**config.mk**
```make
export PLATFORM = sky130hd
export DESIGN_NAME = vram_wr_arbiter_flat
export DESIGN_NICKNAME = d
export VERILOG_FILES = /design/src/rtl/vram_pkg.sv /design/src/rtl/vram_wr_arbiter_if.sv /design/src/rtl/vram_wr_arbiter_rr_pick.sv /design/src/rtl/vram_wr_arbiter.sv /design/src/flat_wrapper.sv
export SDC_FILE = /design/constraint.sdc
export NUM_CORES = 1
export LEC_CHECK = 0
export BUFFER_PORTS_ARGS = -buffer_cell sky130_fd_sc_hd__clkbuf_2
export CORE_AREA = 4 4 116 74
export CTS_CLUSTER_SIZE = 28
export DETAILED_ROUTE_END_ITERATION = 8
export DIE_AREA = 0 0 120 78
export HOLD_SLACK_MARGIN = 0.12
export PLACE_DENSITY = 0.85
export SETUP_SLACK_MARGIN = 0.4
export SLEW_MARGIN = 20
export SYNTH_ARGS = -nofsm -noshare
export SYNTH_HDL_FRONTEND = slang
export SYNTH_SLANG_ARGS = --single-unit
export TNS_END_PERCENT = 10
```
**constraint.sdc**
```tcl
create_clock -name clk -period 4.61 [get_ports clk]
set_clock_uncertainty 0.2 [all_clocks]
set_input_delay 0.2305 -clock clk [delete_from_list [all_inputs] [get_ports clk]]
set_output_delay 0.2305 -clock clk [all_outputs]
set_load 0.05 [all_outputs]
```
**src/rtl/vram_pkg.sv**
```systemverilog
// rtl/vram_pkg.sv - framebuffer geometry constants and arbiter state encoding
package vram_pkg;
  localparam int VRAM_WIDTH  = 160;
  localparam int VRAM_HEIGHT = 90;
  localparam int VRAM_SIZE   = VRAM_WIDTH * VRAM_HEIGHT;
  localparam int VRAM_ADDR_W = 14;
  localparam int VRAM_DATA_W = 24;

  typedef enum logic {
    ST_IDLE  = 1'b0,
    ST_BURST = 1'b1
  } arb_state_e;
endpackage

```
**src/rtl/vram_wr_arbiter_if.sv**
```systemverilog
// rtl/vram_wr_arbiter_if.sv - requester beat bus and registered VRAM write port
interface vram_wr_arbiter_if
  import vram_pkg::*;
#(
  parameter int NUM_REQ = 3,
  parameter int ADDR_W  = VRAM_ADDR_W,
  parameter int DATA_W  = VRAM_DATA_W
);
  logic [NUM_REQ-1:0]        req_valid;
  logic [NUM_REQ-1:0]        req_last;
  logic [NUM_REQ*ADDR_W-1:0] req_addr;
  logic [NUM_REQ*DATA_W-1:0] req_data;
  logic [NUM_REQ-1:0]        req_ready;
  logic                      vram_we;
  logic [ADDR_W-1:0]         vram_addr;
  logic [DATA_W-1:0]         vram_wdata;

  modport master (
    output req_valid, req_last, req_addr, req_data,
    input  req_ready, vram_we, vram_addr, vram_wdata
  );

  modport slave (
    input  req_valid, req_last, req_addr, req_data,
    output req_ready, vram_we, vram_addr, vram_wdata
  );
endinterface

```
**src/rtl/vram_wr_arbiter_rr_pick.sv**
```systemverilog
// rtl/vram_wr_arbiter_rr_pick.sv - combinational round-robin picker
// Returns the first set request found scanning ptr, ptr+1, ... mod NUM_REQ.
module rr_pick #(
  parameter  int NUM_REQ = 3,
  localparam int IDX_W   = $clog2(NUM_REQ)
) (
  input  logic [NUM_REQ-1:0] req,
  input  logic [IDX_W-1:0]   ptr,
  output logic               any,
  output logic [IDX_W-1:0]   idx
);
  always_comb begin
    any = |req;
    idx = '0;
    // Scan from the farthest slot back to ptr so the nearest one wins.
    for (int k = NUM_REQ - 1; k >= 0; k--) begin
      if (req[(int'(ptr) + k) % NUM_REQ]) begin
        idx = IDX_W'((int'(ptr) + k) % NUM_REQ);
      end
    end
  end
endmodule

```
**src/rtl/vram_wr_arbiter.sv**
```systemverilog
// rtl/vram_wr_arbiter.sv - round-robin burst arbiter for the single VRAM write port
// Optional macro VRAM_ARB_VBLANK_GATE_EN: new grants only while vblank=1.
module vram_wr_arbiter #(
  parameter  int NUM_REQ   = 3,
  parameter  int ADDR_W    = vram_pkg::VRAM_ADDR_W,
  parameter  int DATA_W    = vram_pkg::VRAM_DATA_W,
  parameter  int VRAM_SIZE = vram_pkg::VRAM_SIZE,
  parameter  int MAX_BURST = 16,
  localparam int IDX_W     = $clog2(NUM_REQ),
  localparam int CNT_W     = $clog2(MAX_BURST + 1)
) (
  input  logic                clk,
  input  logic                rst,
  vram_wr_arbiter_if.slave    bus,
  input  logic                vblank,
  output logic [IDX_W-1:0]    grant_id,
  output logic                busy,
  output logic [15:0]         oob_cnt
);
  import vram_pkg::*;

  localparam logic [ADDR_W:0] SIZE_LIM = (ADDR_W + 1)'(VRAM_SIZE);

  arb_state_e        state_q, state_d;
  logic [IDX_W-1:0]  grant_id_q, grant_id_d;
  logic [IDX_W-1:0]  rr_ptr_q, rr_ptr_d;
  logic [CNT_W-1:0]  beat_cnt_q, beat_cnt_d, beat_inc;
  logic              we_q, we_d;
  logic [ADDR_W-1:0] addr_q, addr_d;
  logic [DATA_W-1:0] wdata_q, wdata_d;
  logic [15:0]       oob_q, oob_d;

  logic              gate_open;
  logic              pick_any;
  logic [IDX_W-1:0]  pick_idx;
  logic              sel_valid, sel_last, in_range, rel_burst;
  logic [ADDR_W-1:0] sel_addr;
  logic [DATA_W-1:0] sel_data;

`ifdef VRAM_ARB_VBLANK_GATE_EN
  assign gate_open = vblank;
`else
  logic unused_vblank;
  assign unused_vblank = vblank;
  assign gate_open     = 1'b1;
`endif

  rr_pick #(.NUM_REQ(NUM_REQ)) u_pick (
    .req (bus.req_valid),
    .ptr (rr_ptr_q),
    .any (pick_any),
    .idx (pick_idx)
  );

  assign sel_valid = bus.req_valid[grant_id_q];
  assign sel_last  = bus.req_last[grant_id_q];
  assign sel_addr  = bus.req_addr[int'(grant_id_q) * ADDR_W +: ADDR_W];
  assign sel_data  = bus.req_data[int'(grant_id_q) * DATA_W +: DATA_W];
  assign in_range  = ({1'b0, sel_addr} < SIZE_LIM);
  assign beat_inc  = beat_cnt_q + CNT_W'(1);

  always_comb begin
    state_d       = state_q;
    grant_id_d    = grant_id_q;
    rr_ptr_d      = rr_ptr_q;
    beat_cnt_d    = beat_cnt_q;
    we_d          = 1'b0;
    addr_d        = addr_q;
    wdata_d       = wdata_q;
    oob_d         = oob_q;
    rel_burst     = 1'b0;
    bus.req_ready = '0;

    case (state_q)
      ST_IDLE: begin
        if (gate_open && pick_any) begin
          grant_id_d = pick_idx;
          beat_cnt_d = '0;
          state_d    = ST_BURST;
        end
      end
      ST_BURST: begin
        bus.req_ready[grant_id_q] = 1'b1;
        if (sel_valid) begin
          beat_cnt_d = beat_inc;
          if (in_range) begin
            we_d    = 1'b1;
            addr_d  = sel_addr;
            wdata_d = sel_data;
          end else if (oob_q != 16'hFFFF) begin
            oob_d = oob_q + 16'd1;
          end
        end
        // A requester dropping valid mid-burst gives the port up immediately.
        rel_burst = !sel_valid || sel_last || (beat_inc == CNT_W'(MAX_BURST));
        if (rel_burst) begin
          state_d  = ST_IDLE;
          rr_ptr_d = (grant_id_q == IDX_W'(NUM_REQ - 1)) ? '0 : grant_id_q + IDX_W'(1);
        end
      end
      default: state_d = ST_IDLE;
    endcase
  end

  always_ff @(posedge clk) begin
    if (rst) begin
      state_q    <= ST_IDLE;
      grant_id_q <= '0;
      rr_ptr_q   <= '0;
      beat_cnt_q <= '0;
      we_q       <= 1'b0;
      addr_q     <= '0;
      wdata_q    <= '0;
      oob_q      <= '0;
    end else begin
      state_q    <= state_d;
      grant_id_q <= grant_id_d;
      rr_ptr_q   <= rr_ptr_d;
      beat_cnt_q <= beat_cnt_d;
      we_q       <= we_d;
      addr_q     <= addr_d;
      wdata_q    <= wdata_d;
      oob_q      <= oob_d;
    end
  end

  assign bus.vram_we    = we_q;
  assign bus.vram_addr  = addr_q;
  assign bus.vram_wdata = wdata_q;
  assign grant_id       = grant_id_q;
  assign busy           = (state_q == ST_BURST);
  assign oob_cnt        = oob_q;
endmodule

```
**src/flat_wrapper.sv**
```systemverilog
// flat-port wrapper written by rule: the top's interface ports become plain ports
module vram_wr_arbiter_flat import vram_pkg::*;
#(
  parameter  int NUM_REQ   = 3,
  parameter  int ADDR_W    = vram_pkg::VRAM_ADDR_W,
  parameter  int DATA_W    = vram_pkg::VRAM_DATA_W,
  parameter  int VRAM_SIZE = vram_pkg::VRAM_SIZE,
  parameter  int MAX_BURST = 16,
  localparam int IDX_W     = $clog2(NUM_REQ),
  localparam int CNT_W     = $clog2(MAX_BURST + 1)
)
  (clk, rst, vblank, grant_id, busy, oob_cnt, bus_req_valid, bus_req_last, bus_req_addr, bus_req_data, bus_req_ready, bus_vram_we, bus_vram_addr, bus_vram_wdata);
  vram_wr_arbiter_if #(.NUM_REQ(NUM_REQ), .ADDR_W(ADDR_W), .DATA_W(DATA_W)) bus_i ();
  input  logic clk;
  input  logic rst;
  input  logic vblank;
  output logic [IDX_W-1:0] grant_id;
  output logic busy;
  output logic [15:0] oob_cnt;
  input wire logic [$bits(bus_i.req_valid)-1:0] bus_req_valid;
  input wire logic [$bits(bus_i.req_last)-1:0] bus_req_last;
  input wire logic [$bits(bus_i.req_addr)-1:0] bus_req_addr;
  input wire logic [$bits(bus_i.req_data)-1:0] bus_req_data;
  output wire logic [$bits(bus_i.req_ready)-1:0] bus_req_ready;
  output wire logic [$bits(bus_i.vram_we)-1:0] bus_vram_we;
  output wire logic [$bits(bus_i.vram_addr)-1:0] bus_vram_addr;
  output wire logic [$bits(bus_i.vram_wdata)-1:0] bus_vram_wdata;
  assign bus_i.req_valid = bus_req_valid;
  assign bus_i.req_last = bus_req_last;
  assign bus_i.req_addr = bus_req_addr;
  assign bus_i.req_data = bus_req_data;
  assign bus_req_ready = bus_i.req_ready;
  assign bus_vram_we = bus_i.vram_we;
  assign bus_vram_addr = bus_i.vram_addr;
  assign bus_vram_wdata = bus_i.vram_wdata;
  vram_wr_arbiter #(.NUM_REQ(NUM_REQ), .ADDR_W(ADDR_W), .DATA_W(DATA_W), .VRAM_SIZE(VRAM_SIZE), .MAX_BURST(MAX_BURST)) u_core (.clk(clk), .rst(rst), .bus(bus_i), .vblank(vblank), .grant_id(grant_id), .busy(busy), .oob_cnt(oob_cnt));
endmodule
```
After elaboration in Yosys (flattened, before gate mapping)
Index checks and enable logic that the tools add are counted.

Register bits: 65. Output and inout bits: 61.

Add/sub/neg operators: 5. Multiply operators: 2. Div/mod/pow operators: 3. Order comparisons: 6. Equal/unequal tests: 5. Shift-type cells: 2. Mux-type cells: 27. Bitwise logic cells: 3. Reductions and logical operators: 11.

Operators with widths (number): $lt A32 B4 Y1 const B (3); $shiftx A72 B32 Y24 (1); $mod A32 B3 Y32 const B (2); $shiftx A42 B32 Y14 (1); $mod A3 B3 Y32 const B (1); $add A16 B1 Y16 const B (1); $ne A16 B16 Y1 const B (1); $lt A14 B14 Y1 const B (1); $mux W1 (12); $bmux W1 S2 (5); $mux W5 (2); $pmux W5 S2 (1); $mux W2 (4); $reduce_and A2 Y1 (3); $reduce_or A3 Y1 (2); $add A5 B1 Y5 const B (1); $eq A5 B5 Y1 const B (1); $mul A2 B3 Y5 const B (1); $mul A2 B2 Y4 const B (1); $reduce_and A4 Y1 (1); $add A2 B1 Y3 const B (1); $add A2 B2 Y3 const B (1); $lt A2 B3 Y1 const B (1); $mux W3 (1); other kinds (12) (15).

Logic depth before layout (Yosys ltp)
Gate-level depths: netlist (run 1).

Depth in word-level cells: 8. Depth in mapped cells: 11.

Cells and area by module
From an unflattened synthesis (run 1), not the netlist that was laid out.

Cells, all modules: 444. Area, all modules: 3854.9 um^2.

By module, submodules not included: vram_wr_arbiter (instances 1, cells each 424, area each 3704.8 um^2, seq. area each 1301.2 um^2); rr_pick (instances 1, cells each 20, area each 150.1 um^2, seq. area each 0.0 um^2).

Least setup slack after synthesis (run 1)
No wires, ideal clock.

Path type: reg2out. Start point: register u_core.grant_id_q[1] (netlist: u_core.grant_id[1]). End point: output bus_req_ready[2]. Data arrival time: 2597 ps. Required time: 4180 ps. Slack: 1583 ps. Stages on the path, launching flop included: 5. Path buffers: 3. Cell sequence: dfxtp_1 -> buf_6 -> buf_6 -> clkbuf_1 -> nor3b_1.

Longest elaborated chain between the ends: 5.

RTL lines: start, declared (line vram_wr_arbiter.sv:25) `logic [IDX_W-1:0] grant_id_q, grant_id_d;`; start signal, assigned (line vram_wr_arbiter.sv:117) `grant_id_q <= grant_id_d;`; $lt A2 B3 Y1 (not written as such) / $ge A2 B1 Y1 (equally long branches) (line vram_wr_arbiter.sv:83) `bus.req_ready[grant_id_q] = 1'b1;`; $logic_and A1 B1 Y1 (not written as such) (line vram_wr_arbiter.sv:83); $mux W1 (not written as such) (line vram_wr_arbiter.sv:83); $demux W1 S2 (*); $mux W3 (*) (line vram_wr_arbiter.sv:74) `case (state_q)`; end, declared (line flat_wrapper.sv:24) `output wire logic [$bits(bus_i.req_ready)-1:0] bus_req_ready;`.

Mark *: on every way between the ends. The rest lies on a longest branch, timed or not.

Worst setup path in the final report (run 1)
Start point: register u_core.grant_id_q[1] (netlist: u_core.grant_id[1]). End point: register u_core.wdata_q[21] (netlist: u_core.bus.vram_wdata[21]).

Longest elaborated chain between the ends: 4.

RTL lines: $mul A2 B3 Y5 (line vram_wr_arbiter.sv:57) `assign sel_addr = bus.req_addr[int'(grant_id_q) * ADDR_W +: ADDR_W];`; $shiftx A42 B32 Y14 (line vram_wr_arbiter.sv:57); $lt A14 B14 Y1 (line vram_wr_arbiter.sv:59) `assign in_range = ({1'b0, sel_addr} < SIZE_LIM);`; $reduce_and A3 Y1 (no source line); end signal, assigned (line vram_wr_arbiter.sv:122) `wdata_q <= wdata_d;`; end, declared (line vram_wr_arbiter.sv:30) `logic [DATA_W-1:0] wdata_q, wdata_d;`.

Several ways; a longest one is shown, not always the timed one. The select of a mux whose other input is x is not followed. A chain may end at the register's enable or synchronous reset.

==> results.py, run 1 <==
metrics = {
    "global_route": {
        "grt_pass1_vias": 3887,
        "antenna_found_initial": 0,
        "grt_max_degree": 47,
        "grt_overflow": 0,
        "grt_usage_pct": 25.3,
        "grt_pass1_wl_um": 19000,
    },
    "synth": {
        "synth-seq-area-share_pct": 35.4,
        "synth_edf_count": 0,
        "syn_area_per_cell_sq_um": 8.38,
        "ys_warn_count": 0,
        "syn_area_sq_um": 3670,
        "yosysUniqueCellTypes": 48,
        "synth_nets": 566,
        "synth_cells": 438,
        "async_flop_share_pct": 0,
        "netlist_top_cells_area": "dfxtp_1, mux2i_1, o21ai_0",
        "synth_flop_cell": "dfxtp_1",
        "synth.most_common_cell": "mux2i_1",
        "synthTopCellsByCount": "mux2i_1, dfxtp_1, nor2_1",
        "synth_top_area_cell": "dfxtp_1",
        "ys_ff_latch": 65,
        "yosysTopAreaCellShare_pct": 35.4,
    },
    "routing": {
        "viasPerCell": 5.41,
        "drt_iter0_markers": 336,
        "dr.pass1.iters": 5,
        "drc": 0,
        "ant_nets": 0,
        "route.vias.total": 4078,
        "post_drt_wl_per_cell_um": 16.2,
        "detail_route.wirelength_um": 12200,
    },
    "sta": {
        "timing_hold_violations_final": 0,
        "drv_slew": 0,
        "slew_headroom_pct": 40.0,
        "tightestPinTransition_ns": 0.897,
        "timing.setup.tns_ns": 0,
        "max_freq_mhz": 320,
        "rsz0062_at_grt": "no",
        "setup_viol": 0,
        "period_share_pct": 67.7,
        "fin_hold_ws_ns": 0.131,
        "min_period_ns": 3.12,
    },
    "floorplanning": {
        "die_x_um": 120,
        "die_area_sq_um": 9360,
        "start_util_pct": 48.3,
        "die_height_um": 78,
        "rows": 25,
        "io_pins": 184,
        "fp.coreArea_sq_um": 7600,
    },
    "critical_path": {
        "critPathMaxFanout": 41,
        "crit_required_ns": 4.61,
        "crit_type": "flip-flop to flip-flop",
        "cp.arrival_ns": 3.12,
        "critPathCaptureType": "flip-flop",
        "start_kind": "flip-flop",
    },
    "place": {
        "dp_hpwl_um": 8250,
        "io_buffers": 182,
        "dp_cells": 701,
        "placed_area_sq_um": 4590,
        "gp_congestion": 0.804,
    },
    "clocking": {
        "cts_resized": 0,
        "clock_latency_ns": 0.33,
        "post_cts.repair.setup_buffers": 0,
        "cts_buffers": 9,
        "hold_buffers": 37,
        "cts.sinks": 65,
        "clockBufferDepth": 2,
        "cts_tree": "yes",
        "htreeDepth": 3,
        "cts-root-buf": "clkbuf_16",
        "clk_pin_slew_worst_paths_ns": 0.05,
    },
    "power": {
        "ir_worst_vdd_mv": 0.254,
        "powerDensity_nw_per_um2": 342,
        "power_leakage_nw": 2.47,
    },
    "finish": {
        "fin_cells": 754,
        "num_antenna_cells": 0,
        "fin_area_sq_um": 5310,
        "area_growth_pct": 44.8,
        "num-fill-cells": 587,
        "layout-drive-gt1-share_pct": 33.1,
        "nets": 769,
        "regArea_sq_um": 1300,
        "multi_input_area_sq_um": 2180,
    },
    "run": {
        "maxCapViolCount": 0,
    },
    "worst_hold_path": {
        "min-delay-path-class": "primary input to flip-flop",
    },
    "outcome": {
        "status": "completed",
    },
}
[logic make-up (layout without fill, tap and decap cells)]
group / Yosys count / in the layout / share of synthesized area, %
flops: 65 / 65 / 35.4
xor+xnor: 1 / 1 / 0.239
mux: 77 / 77 / 21.0
compound gates: 92 / 92 / 15.6
fa+ha+maj: 5 / 5 / 1.70
simple gates: 156 / 156 / 20.6
buf+inv: 42 / 250 / 5.42
[final timing paths]
kind                                               from                                      to  slack [ns]  depth (start not counted)
setup reg to reg        u_core.grant_id[1]$_SDFFE_PP0P_  u_core.bus.vram_wdata[21]$_SDFFE_PP0P_        1.49                          6
hold / removal                          bus_req_data[1]   u_core.bus.vram_wdata[1]$_SDFFE_PP0P_        0.13                          5
setup / recovery        u_core.grant_id[1]$_SDFFE_PP0P_  u_core.bus.vram_wdata[21]$_SDFFE_PP0P_        1.49                          6
hold reg to reg   u_core.bus.vram_addr[13]$_SDFFE_PP0P_   u_core.bus.vram_addr[13]$_SDFFE_PP0P_        0.28                          2
[critical path, cell delays in order, from the launching register on]
cell	delay [ns]
dfxtp_2	0.51
and2b_4	0.68
a2bb2oi_1	0.20
nor3_2	0.36
o22a_4	0.64
mux2i_1	0.31
nor2_1	0.06
[sequential cells by signal, summed over array words and instances, names as in the netlist]
name,cells
u_core.bus.vram_wdata,24
u_core.oob_cnt,16
u_core.bus.vram_addr,14
u_core.beat_cnt_q,5
u_core.grant_id,2
u_core.rr_ptr_q,2
u_core.bus.vram_we,1
u_core.busy,1
[cell usage in the layout, fill, tap and decap left out, types with 2 or more instances in the layout]
master / n
nand4_1: 8
clkbuf_16: 9
buf_4: 3
nand3b_1: 2
a21oi_1: 20
nand2_1: 44
o2bb2ai_1: 5
nor2_1: 51
and2_1: 3
a221oi_2: 3
dfxtp_1: 64
nor3_1: 5
nor2b_1: 2
o21bai_1: 2
inv_1: 11
or3_1: 11
ha_1: 5
dlygate4sd3_1: 37
or4_1: 6
clkinv_2: 3
or2_2: 2
mux2i_1: 76
bufinv_16: 3
a211oi_1: 3
o21ai_0: 42
clkbuf_2: 182
o31ai_1: 4
nand3_1: 11
a2bb2oi_1: 3
and3_1: 2
and4_1: 3
o22ai_1: 2
[through the flow]
step,util [%],setup WS [ns],power (W)
2_1_floorplan,-,1.58,0.000897
3_3_place_gp,60.4,1.28,0.000999
3_5_place_dp,60.4,1.21,0.00101
4_1_cts,69.8,1.20,0.00182
5_1_grt,69.9,1.26,0.00188
6_report,69.9,1.49,0.00182
[where the power goes]
part	total [W]	internal, W	switching (W)
Clock	0.000782	0.000539	0.000243
Combinational	0.000418	0.000158	0.000260
Sequential	0.000614	0.000592	0.0000226
[routing by layer]
layer	wire length (um)	GRT usage, %	part of all wire (%)	up-vias
met5	0	0	0	-
met4	342	10.5	2.8	0
li1	-	-	-	1977
met2	6230	44.6	51	174
met1	4850	29.8	40	1894
met3	768	5.54	6.3	33
[area by class of cell]
cell class / count / area share [%]
Multi-Input combinational cell: 331 / 41.1
Timing Repair Buffer: 222 / 24.5
Sequential cell: 65 / 24.5
Clock buffer: 10 / 4.50
Tap cell: 108 / 2.54
Clock inverter: 6 / 1.98
Inverter: 12 / 0.848
No activity file was read; power rests on OpenSTA's default activity.
==> inputs of run 2 (changes only) <==
- CORE_AREA: 4 4 116 74 -> 4 4 126 80
- DIE_AREA: 0 0 120 78 -> 0 0 130 84
- PLACE_DENSITY: 0.85 -> 0.76
- clock period: 4.61 -> 2.74 ns (I/O delays scaled with it)
==> run 2 against run 1 <==
Setup slack got worse by 1.3 ns. Final cell count increased by 9.4%. Highest routed layer unchanged. Sequential power increased by 71%. Sequential share of layout area decreased by 3.1 points. Clock power increased by 57%. Critical endpoint is now u_core.bus.vram_wdata[15]$_SDFFE_PP0P_. First-iteration DRC count increased by 3.9%. Count of clock-buffer cells in the layout increased by 2. Final area increased by 15%. Via count increased by 12%. Hold slack got worse by 0.0041 ns. Critical path depth increased by 2. Total power increased by 77%.
==> results.py, run 2 (synthesis gave the netlist of run 1 again) <==
metrics = {
    "clocking": {
        "clockBufferDepth": 2,
        "cts_tree": "yes",
        "cts-root-buf": "clkbuf_16",
        "clk_pin_slew_worst_paths_ns": 0.05,
        "htreeDepth": 3,
        "cts_buffers": 9,
        "cts.sinks": 65,
        "clock_latency_ns": 0.33,
    },
    "critical_path": {
        "critPathCaptureType": "flip-flop",
        "start_kind": "flip-flop",
        "crit_required_ns": 2.74,
        "crit_type": "flip-flop to flip-flop",
        "r2r_setup_slack_ns": 0.23,
        "cp.arrival_ns": 2.50,
        "critPathMaxFanout": 14,
    },
    "floorplanning": {
        "die_x_um": 130,
        "rows": 27,
        "die_area_sq_um": 10900,
        "io_pins": 184,
        "start_util_pct": 41.2,
        "fp.coreArea_sq_um": 8920,
        "die_height_um": 84,
    },
    "routing": {
        "dr.pass1.iters": 7,
        "viasPerCell": 5.56,
        "post_drt_wl_per_cell_um": 19.0,
        "ant_nets": 0,
        "drc": 0,
        "detail_route.wirelength_um": 15700,
        "route.vias.total": 4585,
        "drt_iter0_markers": 349,
    },
    "place": {
        "dp_hpwl_um": 8720,
        "gp_congestion": 0.900,
        "io_buffers": 182,
    },
    "global_route": {
        "grt_overflow": 0,
        "grt_pass1_wl_um": 22600,
        "antenna_found_initial": 3,
        "grt_max_degree": 43,
        "grt_usage_pct": 26.4,
        "grt_pass1_vias": 4466,
    },
    "sta": {
        "min_period_ns": 2.51,
        "timing_hold_violations_final": 0,
        "timing.setup.tns_ns": 0,
        "period_share_pct": 91.5,
        "rsz0062_at_grt": "yes",
        "setup_viol": 0,
        "slew_headroom_pct": 62.4,
        "max_freq_mhz": 399,
        "drv_slew": 0,
        "tightestPinTransition_ns": 0.565,
    },
    "finish": {
        "largest_reg_flops": 24,
        "area_growth_pct": 66.6,
        "layout-drive-gt1-share_pct": 37.3,
        "nets": 829,
        "num-fill-cells": 642,
        "final_cell_mix": "clkbuf_2, dlygate4sd3_1, mux2i_1",
        "final_common_cell": "clkbuf_2",
    },
    "power": {
        "powerDensity_nw_per_um2": 525,
        "ir_worst_vdd_mv": 0.388,
        "p_total_w": 0.00321,
        "power_leakage_nw": 2.78,
    },
    "run": {
        "maxCapViolCount": 0,
    },
    "worst_hold_path": {
        "min-delay-path-class": "primary input to flip-flop",
    },
    "outcome": {
        "status": "completed",
    },
}
-- run 2: final timing paths --
| kind | startpoint | to | depth (start not counted) |
|---|---|---|---|
| worst max-delay path | u_core.grant_id[1]$_SDFFE_PP0P_ | u_core.bus.vram_wdata[15]$_SDFFE_PP0P_ | 8 |
| worst min-delay path | bus_req_addr[2] | u_core.bus.vram_addr[2]$_SDFFE_PP0P_ | 5 |
| worst min register to register | u_core.bus.vram_addr[11]$_SDFFE_PP0P_ | u_core.bus.vram_addr[11]$_SDFFE_PP0P_ | 2 |
| worst max register to register | u_core.grant_id[1]$_SDFFE_PP0P_ | u_core.bus.vram_wdata[15]$_SDFFE_PP0P_ | 8 |
-- run 2: critical path: stages (launching register included) --
cell and delay [ns]:
dfxtp_4 0.43, buf_6 0.16, buf_4 0.17, buf_12 0.18, mux2i_1 0.29, o21ai_0 0.12, dlygate4sd3_1 0.59, mux2i_2 0.17
nor2_1 0.06
-- run 2: metal layers --
metal / track usage (%) / up-vias / share of wire [%]
met5: 0 / - / 0
met4: 13.2 / 0 / 6.0
met3: 6.97 / 92 / 7.3
met2: 44.7 / 268 / 50
met1: 30.4 / 2131 / 37
li1: - / 2094 / -
-- run 2: per-stage QoR --
step	setup slack, ns	area [sq um]	cells	util, %	hold slack (ns)
after detailed placement	0.157	4710	720	52.8	0.265
after CTS	0.330	5940	818	66.6	0.121
final	0.232	6120	825	68.6	0.127
after global placement	0.230	4710	720	52.8	0.260
after floorplan	0.335	3700	438	-	0.0936
after global routing	0.145	6120	825	68.6	0.162
-- run 2: cell type report --
class | count | area (sq um) | area share (%)
timing repair buffer | 281 | 1950 | 31.8
tap | 116 | 145 | 2.37
clock inverter | 4 | 46.3 | 0.757
multi-input combinational | 332 | 2330 | 38.2
sequential | 65 | 1310 | 21.5
inverter | 12 | 46.3 | 0.757
clock buffer | 12 | 278 | 4.54
antenna | 3 | 7.51 | 0.123
-- run 2: power by group --
part	internal [W]	switching [W]	leakage, nW	total (W)
Sequential	0.000995	0.0000505	0.530	0.00105
Clock	0.000806	0.000428	0.164	0.00123
Combinational	0.000406	0.000523	2.08	0.000929
-- run 2: what timing repair did --
item,4_1_cts,5_1_grt
cloned,3,1
pin swaps,6,4
endpoints found under the hold margin,41,0
hold buffers,72,0
endpoints found under the setup margin,54,54
gates resized for setup,18,25
buffers inserted,7,3
